--- src/rtl/spfs_responder.sv ---
// spfs_responder: SPI mode-0 serial-flash responder (READ 0x03, RDID 0x9F).
// All SPI inputs are oversampled by clk_i (at least 16x SCK). Read data is
// fetched one byte ahead through a single-outstanding memory request port.
module spfs_responder #(
  parameter logic [23:0] JEDEC_ID    = 24'hEF4018,
  parameter int unsigned SYNC_STAGES = 2
) (
  input  logic        clk_i,
  input  logic        rst_n_i,
  input  logic        spi_clk_i,
  input  logic        spi_cs_i,
  input  logic        spi_mosi_i,
  output logic        spi_miso_o,
  output logic        spi_miso_oe_o,
  output logic        mem_req_o,
  output logic [23:0] mem_addr_o,
  input  logic        mem_rdy_i,
  input  logic [7:0]  mem_rdata_i,
  output logic        busy_o,
  output logic        cmd_err_o,
  output logic        underrun_o
);

  localparam logic [2:0] ST_IDLE   = 3'd0;
  localparam logic [2:0] ST_CMD    = 3'd1;
  localparam logic [2:0] ST_ADDR   = 3'd2;
  localparam logic [2:0] ST_DATA   = 3'd3;
  localparam logic [2:0] ST_ID     = 3'd4;
  localparam logic [2:0] ST_IGNORE = 3'd5;

  logic [SYNC_STAGES-1:0] sck_sync_q, cs_sync_q, mosi_sync_q;

  logic [2:0]  state_q, state_d;
  logic [4:0]  bitcnt_q, bitcnt_d;
  logic [23:0] rx_q, rx_d;
  logic [7:0]  tx_q, tx_d;
  logic [23:0] addr_q, addr_d;
  logic        req_q, req_d;
  logic [23:0] req_addr_q, req_addr_d;
  logic        pend_q, pend_d;
  logic        discard_q, discard_d;
  logic [7:0]  buf_q, buf_d;
  logic        buf_vld_q, buf_vld_d;
  logic [1:0]  id_idx_q, id_idx_d;
  logic        cmd_err_q, cmd_err_d;
  logic        underrun_q, underrun_d;

  logic sck_cur, sck_prev, cs_cur, cs_prev, mosi_cur;
  logic rise, fall, cs_fall, cs_rise, linked;
  logic [7:0] opcode;
  logic want_req, kill, done;

  // Input synchronisers; CS idles high so busy_o is 0 out of reset.
  always_ff @(posedge clk_i or negedge rst_n_i) begin
    if (!rst_n_i) begin
      sck_sync_q  <= '0;
      cs_sync_q   <= '1;
      mosi_sync_q <= '0;
    end else begin
      sck_sync_q  <= {sck_sync_q[SYNC_STAGES-2:0], spi_clk_i};
      cs_sync_q   <= {cs_sync_q[SYNC_STAGES-2:0], spi_cs_i};
      mosi_sync_q <= {mosi_sync_q[SYNC_STAGES-2:0], spi_mosi_i};
    end
  end

  assign sck_cur  = sck_sync_q[SYNC_STAGES-2];
  assign sck_prev = sck_sync_q[SYNC_STAGES-1];
  assign cs_cur   = cs_sync_q[SYNC_STAGES-2];
  assign cs_prev  = cs_sync_q[SYNC_STAGES-1];
  assign mosi_cur = mosi_sync_q[SYNC_STAGES-2];

  assign linked  = ~cs_cur & (state_q != ST_IDLE);
  assign rise    = sck_cur & ~sck_prev & linked;
  assign fall    = ~sck_cur & sck_prev & linked;
  assign cs_fall = ~cs_cur & cs_prev;
  assign cs_rise = cs_cur & ~cs_prev;
  assign opcode  = {rx_q[6:0], mosi_cur};
  assign done    = req_q & mem_rdy_i;

  // Protocol FSM, shifters and the memory request/prefetch handshake.
  always_comb begin
    state_d    = state_q;
    bitcnt_d   = bitcnt_q;
    rx_d       = rx_q;
    tx_d       = tx_q;
    addr_d     = addr_q;
    req_d      = req_q;
    req_addr_d = req_addr_q;
    pend_d     = pend_q;
    discard_d  = discard_q;
    buf_d      = buf_q;
    buf_vld_d  = buf_vld_q;
    id_idx_d   = id_idx_q;
    cmd_err_d  = 1'b0;
    underrun_d = 1'b0;
    want_req   = 1'b0;
    kill       = 1'b0;

    case (state_q)
      ST_IDLE: begin
        if (cs_fall) begin
          state_d  = ST_CMD;
          bitcnt_d = '0;
          rx_d     = '0;
        end
      end
      ST_CMD: begin
        if (rise) begin
          rx_d     = {rx_q[22:0], mosi_cur};
          bitcnt_d = bitcnt_q + 5'd1;
          if (bitcnt_q == 5'd7) begin
            bitcnt_d = '0;
            rx_d     = '0;
            case (opcode)
              8'h03: state_d = ST_ADDR;
              8'h9F: begin
                state_d  = ST_ID;
                tx_d     = JEDEC_ID[23:16];
                id_idx_d = 2'd0;
              end
              default: begin
                state_d   = ST_IGNORE;
                cmd_err_d = 1'b1;
              end
            endcase
          end
        end
      end
      ST_ADDR: begin
        if (rise) begin
          rx_d     = {rx_q[22:0], mosi_cur};
          bitcnt_d = bitcnt_q + 5'd1;
          if (bitcnt_q == 5'd23) begin
            addr_d   = {rx_q[22:0], mosi_cur};
            bitcnt_d = '0;
            state_d  = ST_DATA;
            want_req = 1'b1;
          end
        end
      end
      ST_DATA: begin
        if (rise) bitcnt_d = bitcnt_q + 5'd1;
        if (fall) begin
          if (bitcnt_q[2:0] == 3'd0) begin
            // A request still open at the boundary is for this byte and is now
            // too late: its data is dropped so it cannot land in the next slot.
            kill = 1'b1;
            if (buf_vld_q) begin
              tx_d      = buf_q;
              buf_vld_d = 1'b0;
            end else begin
              tx_d       = 8'h00;
              underrun_d = 1'b1;
            end
            addr_d   = addr_q + 24'd1;
            want_req = 1'b1;
          end else begin
            tx_d = {tx_q[6:0], 1'b0};
          end
        end
      end
      ST_ID: begin
        if (rise) bitcnt_d = bitcnt_q + 5'd1;
        if (fall) begin
          if (bitcnt_q[2:0] == 3'd0) begin
            case (id_idx_q)
              2'd0:    tx_d = JEDEC_ID[23:16];
              2'd1:    tx_d = JEDEC_ID[15:8];
              2'd2:    tx_d = JEDEC_ID[7:0];
              default: tx_d = 8'h00;
            endcase
            if (id_idx_q != 2'd3) id_idx_d = id_idx_q + 2'd1;
          end else begin
            tx_d = {tx_q[6:0], 1'b0};
          end
        end
      end
      default: ;
    endcase

    if (done) begin
      req_d = 1'b0;
      if (!discard_q && !kill) begin
        buf_d     = mem_rdata_i;
        buf_vld_d = 1'b1;
      end
    end

    if (req_q && !done) discard_d = discard_q | kill | cs_rise;
    else                discard_d = 1'b0;

    pend_d = (pend_q | want_req) & ~cs_rise;
    if (pend_d && (!req_q || done)) begin
      req_d      = 1'b1;
      req_addr_d = addr_d;
      pend_d     = 1'b0;
    end

    if (cs_rise) begin
      state_d   = ST_IDLE;
      buf_vld_d = 1'b0;
    end
  end

  // State registers.
  always_ff @(posedge clk_i or negedge rst_n_i) begin
    if (!rst_n_i) begin
      state_q    <= ST_IDLE;
      bitcnt_q   <= '0;
      rx_q       <= '0;
      tx_q       <= '0;
      addr_q     <= '0;
      req_q      <= 1'b0;
      req_addr_q <= '0;
      pend_q     <= 1'b0;
      discard_q  <= 1'b0;
      buf_q      <= '0;
      buf_vld_q  <= 1'b0;
      id_idx_q   <= '0;
      cmd_err_q  <= 1'b0;
      underrun_q <= 1'b0;
    end else begin
      state_q    <= state_d;
      bitcnt_q   <= bitcnt_d;
      rx_q       <= rx_d;
      tx_q       <= tx_d;
      addr_q     <= addr_d;
      req_q      <= req_d;
      req_addr_q <= req_addr_d;
      pend_q     <= pend_d;
      discard_q  <= discard_d;
      buf_q      <= buf_d;
      buf_vld_q  <= buf_vld_d;
      id_idx_q   <= id_idx_d;
      cmd_err_q  <= cmd_err_d;
      underrun_q <= underrun_d;
    end
  end

  assign spi_miso_o    = tx_q[7];
  assign spi_miso_oe_o = ((state_q == ST_DATA) || (state_q == ST_ID)) & ~cs_cur;
  assign mem_req_o     = req_q;
  assign mem_addr_o    = req_addr_q;
  assign busy_o        = ~cs_prev;
  assign cmd_err_o     = cmd_err_q;
  assign underrun_o    = underrun_q;

endmodule

--- config.mk ---
export PLATFORM = sky130hd
export DESIGN_NAME = spfs_responder
export DESIGN_NICKNAME = d
export VERILOG_FILES = /design/src/rtl/spfs_responder.sv
export SDC_FILE = /design/constraint.sdc
export NUM_CORES = 1
export LEC_CHECK = 0
export ABC_AREA = 1
export BUFFER_PORTS_ARGS = -buffer_cell sky130_fd_sc_hd__buf_2
export CAP_MARGIN = 15
export CORE_ASPECT_RATIO = 2
export CORE_MARGIN = 2
export CORE_UTILIZATION = 50
export CTS_CLUSTER_SIZE = 14
export DETAILED_ROUTE_END_ITERATION = 10
export GPL_TIMING_DRIVEN = 1
export MAX_ROUTING_LAYER = met4
export PLACE_DENSITY_LB_ADDON = 0.25
export SYNTH_ARGS = -nofsm -noshare
export SYNTH_HDL_FRONTEND = slang
export SYNTH_SLANG_ARGS = --single-unit
--- constraint.sdc ---
create_clock -name clk_i -period 2.6 [get_ports clk_i]
set_clock_uncertainty 0.1 [all_clocks]
set_input_delay 0.26 -clock clk_i [delete_from_list [all_inputs] [get_ports clk_i]]
set_output_delay 0.26 -clock clk_i [all_outputs]
set_load 0.02 [all_outputs]
==> flow_summary.yaml <==
yosys:
  synth_top_area_share_pct: 45.7
  syn_nets: 767
  synth_cell_type_count: 41
  synthArstFlopShare_pct: 100
  synth_edf_count: 0
  syn_area_um2: 5800
  avgSynthCellArea_um2: 7.81
  synthFlopType: "dfrtp_1"
  ys_seq_elements: 108
  ys_top_cells_by_area: "dfrtp_1 (46%), nand2_1 (13%), nand3_1 (9.3%), inv_1 (6.5%), o21ai_0 (4.7%)"
  synthesis.instances: 743
  ys_seq_area_share_pct: 46.6
  synth_top_area_cell: "dfrtp_1"
  yosys_warnings: 0
floorplan:
  initial_utilization_pct: 51.4
  ios: 44
  core_area_um2: 11300
  die-area_um2: 12500
  die_width_um: 80.2
  rows: 55
  die_h_um: 156
clock_network:
  htree_num_levels: 3
  cts_tree: "done"
  ctsRootBufferMaster: "clkbuf_16"
  numCtsBuffers: 9
  path_clk_slew_ns: 0.08
  cts_buffer_depth: 2
  clock_sinks: 108
  clk_latency_ns: 0.35
route:
  vias: 5098
  drc_errors: 0
  drt_iter0_drc: 342
  drt-vias-per-instance: 5.47
  wirelength_um: 15400
  routedWlPerCell_um: 16.6
  route.antenna.remaining_nets: 0
  drt-met1-wl_um: 5260
  drt_first_pass_iters: 5
  wl_met2_um: 8630
  wl_met3_um: 417
  highest-signal-layer: "met4"
timing:
  timing.final.crit_share_pct: 90.2
  max_freq_ghz: 0.427
  setup_violations: 0
  grt_setup_unrepaired: "no"
  fin_ws_ns: 0.256
  fin_tns_setup_ns: 0
  hold_ws_ns: 0.0415
  min_period_ns: 2.34
  max_slew_margin_pct: 40.0
  worstMarginPinSlew_ns: 0.898
  hold_viol: 0
  drv_slew: 0
critical_path:
  endpoint_kind: "flop"
  crit_path_start_kind: "flop"
  reg2regPathDepth: 12
  required_ns: 2.75
  crit_arrival_ns: 2.49
  worst-path-max-fanout: 27
  crit_type: "reg -> reg"
placed_design:
  gp_congestion: 0.926
  dpl_cell_area_um2: 6110
  dp_slack_ns: 0.247
  dp_hpwl_um: 11800
  portBuffers: 43
  post-place-cells: 912
global_route:
  grt_pass1_vias: 5262
  grt-ovfl-total: 0
  grt_start_max_net_pins: 49
  grt_pass1_wl_um: 25200
  track_usage_pct: 27.2
  antenna_found_initial: 0
final_layout:
  final_common_cell: "nand2_1"
  final_area_um2: 6440
  nNetsFinal: 809
  syn2layout_area_growth_pct: 11.0
  layout_common_cells: "nand2_1 (195), nand3_1 (108), dfrtp_1 (106)"
  fin_util_pct: 57.1
  nFillCells: 1105
  antennaDiodeCount: 0
  final_cells: 932
  drive_gt1_share_pct: 12.9
run:
  cap_violations: 0
pwr:
  p_leak_nw: 3.17
  p_per_area_nw_per_um2: 728
  p_total_mw: 4.69
  peakVddDrop_v: 0.000562
min_path:
  hp-class: "in -> reg"
  hold_depth: 3
status:
  status: "completed"
==> where the power goes <==
| part | internal [mW] | switching, mW | leakage [nW] |
|---|---|---|---|
| registers | 1.84 | 0.115 | 1.45 |
| clock network | 0.691 | 0.652 | 0.138 |
| logic | 0.367 | 1.03 | 1.58 |
==> state kept, by name, summed over array words and instances, names as in the netlist <==
| signal | cells |
|---|---|
| addr_q | 24 |
| bitcnt_q | 5 |
| buf_q | 8 |
| buf_vld_q | 1 |
| cmd_err_o | 1 |
| cs_sync_q | 2 |
| discard_q | 1 |
| id_idx_q | 2 |
| mem_addr_o | 24 |
| mem_req_o | 1 |
| mosi_sync_q | 1 |
| pend_q | 1 |
| rx_q | 23 |
| sck_sync_q | 2 |
| state_q | 3 |
| tx_q | 8 |
| underrun_o | 1 |
==> final cells by class <==
class                      count  area [um^2]  share of cell area (%)
clock buffer                  11          243                    3.77
clock inverter                 5         45.0                   0.700
inverter                     106          400                    6.22
multi-input combinational    505         2540                    39.4
sequential                   108         2710                    42.0
tap                          142          178                    2.76
timing repair buffer          55          330                    5.13
==> cell usage after synthesis (2+ instances only) <==
cell type and n:
nand2_4 2, inv_2 5, inv_1 100, ha_1 10
buf_6 7, nor2_1 43, nor2_4 6, nand3b_1 2
clkbuf_1 4, nand2_2 4, o21ai_1 11, buf_2 9
o21bai_1 4, nor3_1 10, a21oi_1 17, o211ai_2 4
o21ai_0 55, o21a_1 3, o211ai_1 6, nand4_4 2
nand2_1 195, nand3_2 2, dfstp_2 2, nand4_1 7
dfrtp_1 106, clkbuf_2 2, nor2_2 4, nand3_1 108
==> timing repair <==
action | CTS | global route
setup buffers | 0 | 0
gates resized for setup | 0 | 1
hold endpoints to repair | 39 | 0
hold buffers | 4 | 0
setup endpoints to repair | 0 | 1
==> routing by layer <==
layer | track usage, % | up-vias
met5 | - | -
met4 | 17.8 | 0
met3 | 3.63 | 67
met2 | 49.6 | 138
met1 | 25.5 | 2412
li1 | - | 2481
==> worst max-delay path, stage by stage, from the launching register on <==
cell and delay, ns:
dfrtp_1 0.38, ha_1 0.21, nand2_1 0.08, nor2_1 0.14, nand2_1 0.16, nor2_4 0.13
nand2_4 0.19, nand2_2 0.15, nand2_4 0.08, nor2_8 0.29, inv_4 0.17, nand2_1 0.11
nand2_1 0.06
==> cells by family after synthesis <==
family / after synthesis / share of synthesized area, %
AOI/OAI and AO/OA: 107 / 10.8
DFF: 108 / 46.6
adders and majority gates: 10 / 2.16
and+or+nand+nor: 387 / 30.6
xor gates and xnor gates: 1 / 0.151
buffers and inverters: 130 / 9.66
==> worst paths after layout <==
check | startpoint | endpoint | slack (ns)
max | bitcnt_q[0]$_DFFE_PN0P_ | mem_addr_o[18]$_DFFE_PN0P_ | 0.26
max in group asynchronous | rst_n_i | addr_q[3]$_DFF_PN0_ | 1.34
max reg2reg | bitcnt_q[0]$_DFFE_PN0P_ | mem_addr_o[18]$_DFFE_PN0P_ | 0.26
min | mem_rdata_i[7] | buf_q[7]$_DFFE_PN0P_ | 0.04
min in group asynchronous | rst_n_i | rx_q[19]$_DFFE_PN0P_ | 0.31
min reg2reg | cs_sync_q[0]$_DFF_PN1_ | cs_sync_q[1]$_DFF_PN1_ | 0.29
(Power assumes the default switching activity.)
